<file path="config.mk">
export PLATFORM = sky130hd
export DESIGN_NAME = free_address_pool
export DESIGN_NICKNAME = d
export VERILOG_FILES = /design/src/rtl/free_address_pool.sv
export SDC_FILE = /design/constraint.sdc
export NUM_CORES = 1
export LEC_CHECK = 0
export ABC_AREA = 1
export CAP_MARGIN = 25
export CORE_AREA = 2 2 158 144
export DETAILED_ROUTE_END_ITERATION = 12
export DIE_AREA = 0 0 160 146
export PLACE_DENSITY = 0.68
export SKIP_LAST_GASP = 1
export SLEW_MARGIN = 20
export SYNTH_ARGS = -nofsm -noshare
export SYNTH_HDL_FRONTEND = slang
export SYNTH_SLANG_ARGS = --single-unit
</file>
<file path="constraint.sdc">
create_clock -name clk -period 4.94 [get_ports clk]
set_input_delay 0.741 -clock clk [delete_from_list [all_inputs] [get_ports clk]]
set_output_delay 0.741 -clock clk [all_outputs]
set_load 0.01 [all_outputs]
</file>
<file path="src/rtl/free_address_pool.sv">
// free_address_pool
// -----------------
// Free-list manager for the shared cell buffer. A circular list of free cell
// addresses is seeded with 0..bufferAddresses-1 after reset. The head of the
// list is offered to the write arbiter, and freed addresses are appended at the
// tail. A per-address in-use bitmap catches double allocation and double
// release.
//
// Ports
//   clk             single clock
//   rstn            synchronous active-low reset
//   wroteCell       arbiter committed a cell at writeAddress this cycle
//   releaseValid    releaseAddress is returned to the pool this cycle
//   releaseAddress  address being freed
//   errorClear      clears the sticky error flags
//   writeAddress    head of the free list (valid while writeRejected=0)
//   writeRejected   no address available (empty pool or still initialising)
//   ready           initialisation complete
//   freeCount       number of free addresses
//   almostEmpty     freeCount <= almostEmptyLevel
//   allocError      sticky: wroteCell while rejected, or head already in use
//   releaseError    sticky: release of an address not currently in use
module free_address_pool #(
    parameter int unsigned bufferAddresses  = 32,
    parameter int unsigned addressWidth     = $clog2(bufferAddresses),
    parameter int unsigned almostEmptyLevel = 4
) (
    input  logic                    clk,
    input  logic                    rstn,
    input  logic                    wroteCell,
    input  logic                    releaseValid,
    input  logic [addressWidth-1:0] releaseAddress,
    input  logic                    errorClear,
    output logic [addressWidth-1:0] writeAddress,
    output logic                    writeRejected,
    output logic                    ready,
    output logic [addressWidth:0]   freeCount,
    output logic                    almostEmpty,
    output logic                    allocError,
    output logic                    releaseError
);

    typedef enum logic {
        INIT,
        READY
    } state_t;

    localparam logic [addressWidth-1:0] LAST = addressWidth'(bufferAddresses - 1);
    localparam logic [addressWidth:0]   FULL = (addressWidth + 1)'(bufferAddresses);

    // Pointers wrap on an explicit compare so non-power-of-two sizes work.
    function automatic logic [addressWidth-1:0] nextPtr(input logic [addressWidth-1:0] p);
        return (p == LAST) ? '0 : p + 1'b1;
    endfunction

    state_t                    state_q;
    logic [addressWidth-1:0]   list_q [bufferAddresses];
    logic [addressWidth-1:0]   initPtr_q;
    logic [addressWidth-1:0]   rdPtr_q;
    logic [addressWidth-1:0]   wrPtr_q;
    logic [bufferAddresses-1:0] inUse_q;
    logic [bufferAddresses-1:0] inUse_d;
    logic [addressWidth:0]     freeCount_q;
    logic [addressWidth:0]     freeCount_d;
    logic                      almostEmpty_q;
    logic                      allocError_q;
    logic                      releaseError_q;

    logic [addressWidth-1:0]   headAddr;
    logic                      rejected;
    logic                      relInUse;
    logic                      doAlloc;
    logic                      doRelease;
    logic                      allocBad;
    logic                      releaseBad;

    always_comb begin
        headAddr = list_q[rdPtr_q];
        rejected = (state_q != READY) || (freeCount_q == '0);

        // Out-of-range addresses have no bitmap entry and count as not in use.
        relInUse = 1'b0;
        if (32'(releaseAddress) < bufferAddresses) begin
            relInUse = inUse_q[releaseAddress];
        end

        doAlloc    = wroteCell && !rejected;
        // Releasing the address being allocated in the same cycle is treated
        // as a release of a free address: dropped, allocate still proceeds.
        doRelease  = releaseValid && (state_q == READY) && relInUse &&
                     !(doAlloc && (releaseAddress == headAddr));
        allocBad   = wroteCell && (rejected || inUse_q[headAddr]);
        releaseBad = releaseValid && !doRelease;

        freeCount_d = freeCount_q;
        if (doAlloc && !doRelease) begin
            freeCount_d = freeCount_q - 1'b1;
        end else if (doRelease && !doAlloc) begin
            freeCount_d = freeCount_q + 1'b1;
        end

        inUse_d = inUse_q;
        if (doRelease) begin
            inUse_d[releaseAddress] = 1'b0;
        end
        if (doAlloc) begin
            inUse_d[headAddr] = 1'b1;
        end
    end

    always_ff @(posedge clk) begin
        if (!rstn) begin
            state_q        <= INIT;
            initPtr_q      <= '0;
            rdPtr_q        <= '0;
            wrPtr_q        <= '0;
            inUse_q        <= '0;
            freeCount_q    <= '0;
            almostEmpty_q  <= 1'b1;
            allocError_q   <= 1'b0;
            releaseError_q <= 1'b0;
        end else begin
            // A new error in the same cycle as errorClear keeps the flag set.
            allocError_q   <= allocBad || (allocError_q && !errorClear);
            releaseError_q <= releaseBad || (releaseError_q && !errorClear);

            case (state_q)
                INIT: begin
                    list_q[initPtr_q] <= initPtr_q;
                    if (initPtr_q == LAST) begin
                        state_q       <= READY;
                        rdPtr_q       <= '0;
                        wrPtr_q       <= '0;
                        freeCount_q   <= FULL;
                        almostEmpty_q <= (bufferAddresses <= almostEmptyLevel);
                    end else begin
                        initPtr_q <= initPtr_q + 1'b1;
                    end
                end
                READY: begin
                    if (doAlloc) begin
                        rdPtr_q <= nextPtr(rdPtr_q);
                    end
                    if (doRelease) begin
                        list_q[wrPtr_q] <= releaseAddress;
                        wrPtr_q         <= nextPtr(wrPtr_q);
                    end
                    inUse_q       <= inUse_d;
                    freeCount_q   <= freeCount_d;
                    almostEmpty_q <= (32'(freeCount_d) <= almostEmptyLevel);
                end
                default: state_q <= INIT;
            endcase
        end
    end

    assign ready         = (state_q == READY);
    assign writeAddress  = ready ? headAddr : '0;
    assign writeRejected = rejected;
    assign freeCount     = freeCount_q;
    assign almostEmpty   = almostEmpty_q;
    assign allocError    = allocError_q;
    assign releaseError  = releaseError_q;

endmodule

</file>
==> results_dict.tcl, run 1 <==
set metrics [dict create \
    antenna_found_initial 0 \
    clkTransAtPathRegs_ns 0.06 \
    grt_pass1_vias 7956 \
    cp_data_required_time_ns 5.10 \
    crit_chain "buf_4 -> inv_2 -> nand3_1 -> nand3_1 -> nand2_1 -> nand2_1 -> nand2_1 -> nand2_1 -> nand2_2 -> nor2_1 -> nor2_1 -> nand3_2 -> nand2_8 -> nor2_8 -> nand2_1 -> o21ai_4 -> nand3_4 -> nor2_1" \
    clock_skew_ns 0.0128 \
    synthCells 1185 \
    wl_um 27200 \
    ys_seq_area_share_pct 56.4 \
    synth-seq-cells 222 \
    cts_inserted_buffers 23 \
    antenna_cells 0 \
    rsz0062_at_grt "no" \
    cts.repair.resized 0 \
    wl_per_cell_um 18.1 \
    synth-edff-count 160 \
    fmax_ghz 0.243 \
    grt_max_degree 81 \
    min_path_cells 2 \
    die_x_um 160 \
    endpoint "list_q[26][0]" \
    dp.cells 1463 \
    viasPerCell 5.62 \
    syn_area_um2 10700 \
    clk_latency_ns 0.51 \
    drive_gt1_share_pct 8.33 \
    drcViolationCount 0 \
    fin_tns_setup_ns 0 \
    p_per_area_nw_per_um2 326 \
    max_cap_violations 0 \
    slowest_stage "inv_2" \
    async_reset_ff_share_pct 0 \
    htreeDepth 1 \
    worst_pin_slew_ns 0.982 \
    globalplace.congestion 0.936 \
    clockBufferDepth 3 \
    drt_iter0_markers 781 \
    crit_arrival_ns 4.27 \
    ys_top_cells_by_count "373 x nand2_1, 178 x nand3_1, 160 x edfxtp_1" \
    relSlewSlack_pct 34.5 \
    syn_nets 1203 \
    criticalPathCategory "flip-flop to flip-flop" \
    endpoint_kind "flip-flop" \
    grt_util_all_layers_pct 23.2 \
    worstSetupStartpointType "flip-flop" \
    slowest_delay_ns 0.57 \
    r2r-end "list_q[26][0]" \
    postCtsHoldBufs 0 \
    rows 51 \
    fill_cells 1943 \
    hpwl_um 17900 \
    peakVddDrop_v 0.000316 \
    yosysUniqueCellTypes 41 \
    area_growth_pct 11.3 \
    numClockSinks 222 \
    grt_pass1_wl_um 42900 \
    synth_top_flop_cell "edfxtp_1" \
    drtAntennaViolNets 0 \
    period_needed_ns 4.12 \
    slew_viol_final 0 \
    dieArea_um2 23400 \
    post_cts_buffers 0 \
    initial_utilization_pct 49.7 \
    p_leak_nw 4.37 \
    avgSynthCellArea_um2 9.04 \
    yosys_warnings 0 \
    stdcell_count 1504 \
    total_power_mw 3.89 \
    worst-path-buf-inv 2 \
    reg2reg_depth 18 \
    final_nets 1215 \
    io_buffers 25 \
    vias 8449 \
    firstDrtPassIters 5 \
    core_um2 21600 \
    cp.depth 18 \
    die_y_um 146 \
    netlist_top_cells_area "edfxtp_1 45%, nand2_1 13%, dfxtp_1 12%" \
    hold_class "flip-flop to flip-flop" \
    fin_crit_sh_pct 83.3 \
    crit_path_max_fanout 40 \
    status "complete, no violations" \
    reg2reg_slack_ns 0.82 \
    synth_top_area_share_pct 44.8 \
    hold_viol 0 \
    ios 26 \
    cts_root_buffer "clkbuf_16" \
    overflow 0 \
    cp_top_family "simple AND/OR/NAND/NOR gates" \
    synth_top_cell_by_area "edfxtp_1" \
    cpMostUsedCell "nand2_1" \
    cts_tree "done" \
    setup_viol 0 \
    yosysMostFrequentCell "nand2_1" \
]
==> power by group <==
group          internal (mW)  switching, mW
combinational         0.0456          0.133
sequential              2.01        0.00722
clock                   1.01          0.682
total                   3.06          0.822
==> routing by layer <==
| layer | share of wire (%) | routed length [um] | vias to the layer above | global-route usage, % |
|---|---|---|---|---|
| met5 | 0 | 0 | - | 0 |
| met4 | 2.7 | 733 | 0 | 7.12 |
| met3 | 8.5 | 2310 | 67 | 3.02 |
| met2 | 45 | 12200 | 358 | 36.3 |
| met1 | 44 | 11900 | 3926 | 33.8 |
| li1 | - | - | 4098 | - |
==> placed cells by master (no fill, tap or decap), types with 10 or more instances in the layout <==
cell type / netlist / routed
o21ai_0: 31 / 26
nand3_1: 178 / 178
inv_1: 53 / 53
o31ai_1: 28 / 28
dfxtp_1: 62 / 61
nand4_1: 10 / 10
a21oi_1: 62 / 62
nor2_1: 76 / 76
buf_4: 2 / 16
clkbuf_16: 0 / 23
clkdlybuf4s50_1: 0 / 25
nand2_1: 373 / 373
nor3_1: 15 / 15
edfxtp_1: 160 / 160
==> final cells by class <==
type                       count  area (um^2)  share of cell area (%)
sequential                   222         6050                    50.7
multi-input combinational    845         4130                    34.6
clock buffer                  27          591                    4.95
timing repair buffer          43          410                    3.44
tap                          291          364                    3.05
inverter                      62          238                    1.99
clock inverter                14          151                    1.27
==> metrics by stage <==
stage	hold WS (ns)	area, um^2	setup slack [ns]	utilization (%)
2_1_floorplan	0.444	10700	1.24	-
3_3_place_gp	0.456	11200	0.561	51.9
3_5_place_dp	0.460	11200	0.448	51.9
4_1_cts	0.469	11900	0.854	55.3
5_1_grt	0.494	11900	0.501	55.3
6_report	0.468	11900	0.824	55.3
==> sequential cells by signal (all words and copies together), names as in the netlist, named ones only <==
register      count
wrPtr_q           5
inUse_q          32
freeCount         6
almostEmpty       1
allocError        1
releaseError      1
list_q          160
initPtr_q         5
ready             1
rdPtr_q           5
==> worst reg2reg max path, stage by stage (launching register included) <==
cell and delay, ns:
dfxtp_1 0.30, buf_4 0.20, inv_2 0.57, nand3_1 0.20, nand3_1 0.16, nand2_1 0.11
nand2_1 0.09, nand2_1 0.06, nand2_1 0.07, nand2_2 0.23, nor2_1 0.16, nor2_1 0.07
nand3_2 0.12, nand2_8 0.08, nor2_8 0.36, nand2_1 0.19, o21ai_4 0.14, nand3_4 0.22
nor2_1 0.43
==> worst min-delay path by stage <==
stage | startpoint | end
6_report | releaseError | releaseError
5_1_grt | inUse_q[11] | inUse_q[11]
3_5_place_dp | releaseError | releaseError
3_3_place_gp | inUse_q[19] | inUse_q[19]
2_1_floorplan | inUse_q[16] | inUse_q[16]
4_1_cts | inUse_q[20] | inUse_q[20]
==> kinds of logic (layout without fill, tap and decap cells) <==
logic type	count (synthesis)	after routing	synth area share [%]
AOI/OAI and AO/OA	147	147	8.60
xor gates and xnor gates	9	9	0.736
adders and majority gates	8	8	0.934
buffers and inverters	118	146	5.21
DFF	222	222	56.4
and+or+nand+nor	681	681	28.1
No activity file was read; power rests on OpenSTA's default activity.
==> run 2, diff against run 1 <==
- PLACE_DENSITY: 0.68 -> 0.7
- clock period: 4.94 -> 3.5 ns (I/O delays scaled with it)
==> run 2 against run 1 <==
Core utilization grew 2.9 points. Die area is the same. Highest routed layer unchanged. Non-clock buffer count increased by 72. Cell area grew 5.3%. Combinational power increased by 58%. Clock power rose by 40%. Wire length increased by 4.1%. Critical path depth decreased by 7. Sequential share of layout area shrank 2.5 points. Clock skew is 0.0024 ns higher.
==> results_dict.tcl, run 2 (synthesized netlist as in run 1, its figures left out) <==
set metrics [dict create \
    peakVddDrop_v 0.000332 \
    htreeDepth 1 \
    numClockSinks 222 \
    cp_data_required_time_ns 2.97 \
    drive_gt1_share_pct 13.6 \
    grt_util_all_layers_pct 23.7 \
    final_cell_mix "373 x nand2_1, 178 x nand3_1, 160 x edfxtp_1" \
    cts_tree "done" \
    io_buffers 25 \
    hold_ws_ns 0.473 \
    fin_crit_sh_pct 96.0 \
    vias 8788 \
    p_per_area_nw_per_um2 437 \
    antenna_cells 0 \
    firstDrtPassIters 6 \
    p_leak_nw 4.76 \
    die_y_um 146 \
    rows 51 \
    wl_per_cell_um 17.9 \
    clockBufferDepth 3 \
    pre_cts_ws_ns -0.0425 \
    setup_slack_ns 0.141 \
    placed_area_um2 11800 \
    setup_viol 0 \
    crit_path_max_fanout 32 \
    grt_max_degree 81 \
    max_cap_violations 0 \
    viasPerCell 5.57 \
    core_um2 21600 \
    final_common_cell "nand2_1" \
    globalplace.congestion 0.977 \
    crit_chain "buf_16 -> nand2_1 -> nand3_1 -> nand3_1 -> nand2_1 -> nand2_1 -> nand3_1 -> nand2_2 -> buf_4 -> nor2_1 -> clkdlybuf4s50_1" \
    drcViolationCount 0 \
    largest_reg_flops 160 \
    utilization_pct 58.3 \
    clk_latency_ns 0.52 \
    crit_arrival_ns 2.83 \
    postCtsHoldBufs 0 \
    slew_viol_final 0 \
    period_needed_ns 3.36 \
    slowest_delay_ns 0.55 \
    endpoint_kind "output port" \
    worstSetupStartpointType "flip-flop" \
    rsz0062_at_grt "no" \
    cts_inserted_buffers 23 \
    die_x_um 160 \
    area_growth_pct 17.3 \
    dieArea_um2 23400 \
    initial_utilization_pct 49.7 \
    top_regs "list_q (160), inUse_q (32), freeCount (6)" \
    grt_pass1_wl_um 44300 \
    clock_skew_ns 0.0152 \
    slowest_stage "clkdlybuf4s50_1" \
    wl_um 28300 \
    status "complete, no violations" \
    fmax_ghz 0.298 \
    overflow 0 \
    drtAntennaViolNets 0 \
    largest-register "list_q" \
    grt_pass1_vias 8208 \
    final_area_um2 12600 \
    relSlewSlack_pct 43.3 \
    criticalPathCategory "flip-flop to output port" \
    dp.cells 1532 \
    antenna_found_initial 0 \
    ios 26 \
    clkTransAtPathRegs_ns 0.06 \
    hold_class "flip-flop to flip-flop" \
    drt_iter0_markers 905 \
    worst_pin_slew_ns 0.847 \
    final_nets 1287 \
    stdcell_count 1577 \
    hold_viol 0 \
    cts_root_buffer "clkbuf_16" \
    worst-path-buf-inv 3 \
    cp_top_family "buffers and inverters" \
    hpwl_um 18600 \
]
-- run 2: cell types whose count changed in the layout (fill, tap and decap cells not counted), sizes merged --
cell | before | now
clkbuf | 27 | 29
inv | 62 | 61
clkinv | 8 | 9
buf | 18 | 89
clkinvlp | 3 | 4
bufinv | 3 | 2
-- run 2: worst reg2reg max path, stage by stage, from the launching register on --
cell and delay [ns]:
dfxtp_4 0.51, clkbuf_16 0.29, nand2_1 0.07, nand3_1 0.09, nand3_1 0.09, nand2_1 0.12, nand2_1 0.11, nand3_1 0.10
nand2_1 0.08, nand2_1 0.06, nand2_1 0.05, nor2_1 0.13, nand3_2 0.15, nand2_8 0.12, nor2_8 0.07, buf_4 0.17
o21ai_4 0.18, nand3_4 0.22, nor2_1 0.17, buf_4 0.16
-- run 2: metrics by stage --
step	total power [mW]	TNS, ns
6_report	5.49	0
4_1_cts	5.52	0
5_1_grt	5.66	0
3_5_place_dp	3.17	-2.80
3_3_place_gp	3.17	0
2_1_floorplan	3.04	-17.53
-- run 2: per-layer routing --
layer | track usage [%] | wire length, um | share of wire, % | up-vias
met1 | 33.5 | 12300 | 44 | 4103
met4 | 6.89 | 797 | 2.8 | 0
li1 | - | - | - | 4235
met2 | 38.1 | 13000 | 46 | 380
met3 | 3.73 | 2190 | 7.7 | 70
met5 | 0 | 0 | 0 | -
-- run 2: layout make-up --
| cell class | instances | area [um^2] |
|---|---|---|
| clock buffers | 28 | 594 |
| clock inverters | 14 | 139 |
| fillers | 1889 | 9000 |
| inverters | 62 | 249 |
| multi-input cells | 845 | 4130 |
| flip-flops and latches | 222 | 6050 |
| well taps | 291 | 364 |
| repair buffers | 115 | 1040 |
-- run 2: what timing repair did --
item	in CTS	in global routing
pin swaps	0	0
cloned	0	1
resized for setup	3	2
setup endpoints to repair	5	145
setup buffers	0	2
-- run 2: path summary, 6_finish.rpt --
check                                 start               to  slack (ns)  depth (start not counted)
worst min-delay path            inUse_q[23]      inUse_q[23]        0.47                          2
worst max-delay path              flip-flop  writeAddress[1]        0.14                         11
worst min register to register  inUse_q[23]      inUse_q[23]        0.47                          2
worst max register to register    flip-flop    list_q[23][1]        0.29                         19
-- run 2: report_power, final --
group	total (mW)	internal [mW]	switching, mW
Combinational	0.282	0.0890	0.193
Clock	2.37	1.37	1.00
Sequential	2.84	2.83	0.00929
==> run 3, diff against run 2 <==
- RECOVER_POWER: unset -> 100
==> run 3 against run 2 <==
Largest cell class unchanged. Power fell by 0.24%. Critical path type unchanged. Core utilization fell by 0.83 points. Clock power is essentially flat. Sequential share of layout area increased by 0.70 points. Critical endpoint unchanged.
==> results_dict.tcl, run 3 (synthesized netlist as in run 1, its figures left out) <==
set metrics [dict create \
    status "complete, no violations" \
    rsz0062_at_grt "no" \
    period_needed_ns 3.36 \
    firstDrtPassIters 6 \
    ios 26 \
    area_growth_pct 15.6 \
    grt_max_degree 81 \
    drive_gt1_share_pct 12.7 \
    final_common_cell "nand2_1" \
    crit_chain "buf_16 -> nand2_1 -> nand3_1 -> nand3_1 -> nand2_1 -> nand2_1 -> nand3_1 -> nand2_2 -> buf_4 -> nor2_1 -> clkdlybuf4s50_1" \
    io_buffers 25 \
    p_leak_nw 4.71 \
    viasPerCell 5.57 \
    fin_crit_sh_pct 96.1 \
    final_cell_mix "374 x nand2_1, 178 x nand3_1, 160 x edfxtp_1" \
    crit_arrival_ns 2.84 \
    cts_inserted_buffers 23 \
    antenna_found_initial 0 \
    criticalPathCategory "flip-flop to output port" \
    setup_slack_ns 0.137 \
    cts_tree "done" \
    die_y_um 146 \
    grt_pass1_wl_um 44300 \
    largest_reg_flops 160 \
    fill_cells 1935 \
    hold_class "flip-flop to flip-flop" \
    cts_root_buffer "clkbuf_16" \
    max_cap_violations 0 \
    endpoint_kind "output port" \
    largest-register "list_q" \
    rows 51 \
    htreeDepth 1 \
    drt_iter0_markers 931 \
    utilization_pct 57.4 \
    drcViolationCount 0 \
    wl_per_cell_um 17.9 \
    initial_utilization_pct 49.7 \
    die_x_um 160 \
    slew_viol_final 0 \
    overflow 0 \
    slowest_stage "clkdlybuf4s50_1" \
    grt_pass1_vias 8208 \
    placed_area_um2 11800 \
    slowest_delay_ns 0.55 \
    clock_skew_ns 0.0177 \
    grt_util_all_layers_pct 23.7 \
    worstSetupStartpointType "flip-flop" \
    clk_latency_ns 0.52 \
    p_per_area_nw_per_um2 442 \
    fin_tns_setup_ns 0 \
    fmax_ghz 0.297 \
    dieArea_um2 23400 \
    total_power_mw 5.48 \
    final_nets 1287 \
    drtAntennaViolNets 0 \
    hold_viol 0 \
    top_regs "list_q (160), inUse_q (32), freeCount (6)" \
    relSlewSlack_pct 39.9 \
    postCtsHoldBufs 0 \
    peakVddDrop_v 0.000331 \
    antenna_cells 0 \
    hpwl_um 18600 \
    clkTransAtPathRegs_ns 0.06 \
    pre_cts_ws_ns -0.0425 \
    worst_pin_slew_ns 0.896 \
    clockBufferDepth 3 \
    globalplace.congestion 0.977 \
    numClockSinks 222 \
    cp_data_required_time_ns 2.97 \
    core_um2 21600 \
    final_area_um2 12400 \
    wl_um 28200 \
    setup_viol 0 \
    crit_path_max_fanout 32 \
    vias 8780 \
]
-- run 3: changes by cell type in the layout (fill, tap and decap cells not counted), moves of 3 or more --
cell | previous run | this run
buf_12 | 6 | 2
o21ai_2 | 9 | 5
clkbuf_2 | 0 | 30
dlygate4sd3_1 | 0 | 10
clkdlybuf4s50_1 | 25 | 15
o21ai_0 | 26 | 29
buf_4 | 82 | 44
clkbuf_4 | 0 | 5
clkbuf_1 | 5 | 12
-- run 3: final timing paths --
check | start | to | slack [ns] | depth (start not counted)
worst min-delay path | almostEmpty | almostEmpty | 0.47 | 2
worst max-delay path | flip-flop | writeAddress[1] | 0.14 | 11
worst min register to register | almostEmpty | almostEmpty | 0.47 | 2
worst max register to register | flip-flop | list_q[1][0] | 0.17 | 19
-- run 3: power by group --
group	total [mW]	switching [mW]	internal (mW)
sequential	2.84	0.00922	2.83
clock	2.37	1.00	1.37
combinational	0.269	0.190	0.0792
total	5.48	1.20	4.28
-- run 3: worst max-delay path, delay by kind of cell, from the launching register on --
kind / cells / cell delay [ns]
buffers and inverters: 3 / 0.97
DFF: 1 / 0.51
and+or+nand+nor: 8 / 0.81
-- run 3: cell type report --
| type | instances | area [um^2] | share of cell area, % |
|---|---|---|---|
| timing repair buffer | 115 | 877 | 7.08 |
| multi-input combinational | 845 | 4120 | 33.2 |
| tap | 291 | 364 | 2.94 |
| inverter | 62 | 249 | 2.01 |
| sequential | 222 | 6050 | 48.8 |
| clock inverter | 14 | 139 | 1.12 |
| clock buffer | 28 | 594 | 4.80 |
-- run 3: routing by layer --
layer	part of all wire [%]	up-vias	wire, um	global-route usage, %
met5	0	-	0	0
met4	2.8	0	787	6.89
met3	7.5	68	2110	3.73
met2	46	344	13000	38.1
met1	44	4129	12300	33.5
li1	-	4239	-	-
-- run 3: metrics by stage --
step	std cells	hold WS (ns)
after global routing	1577	0.483
after CTS	1574	0.475
after global placement	1532	0.451
final	1577	0.471
after detailed placement	1532	0.459
after floorplan	1185	0.444
-- run 3: repair_timing --
item,CTS,global route
endpoints found under the setup margin,5,145
gates resized for setup,3,2
setup buffers,0,2
gates cloned,0,1
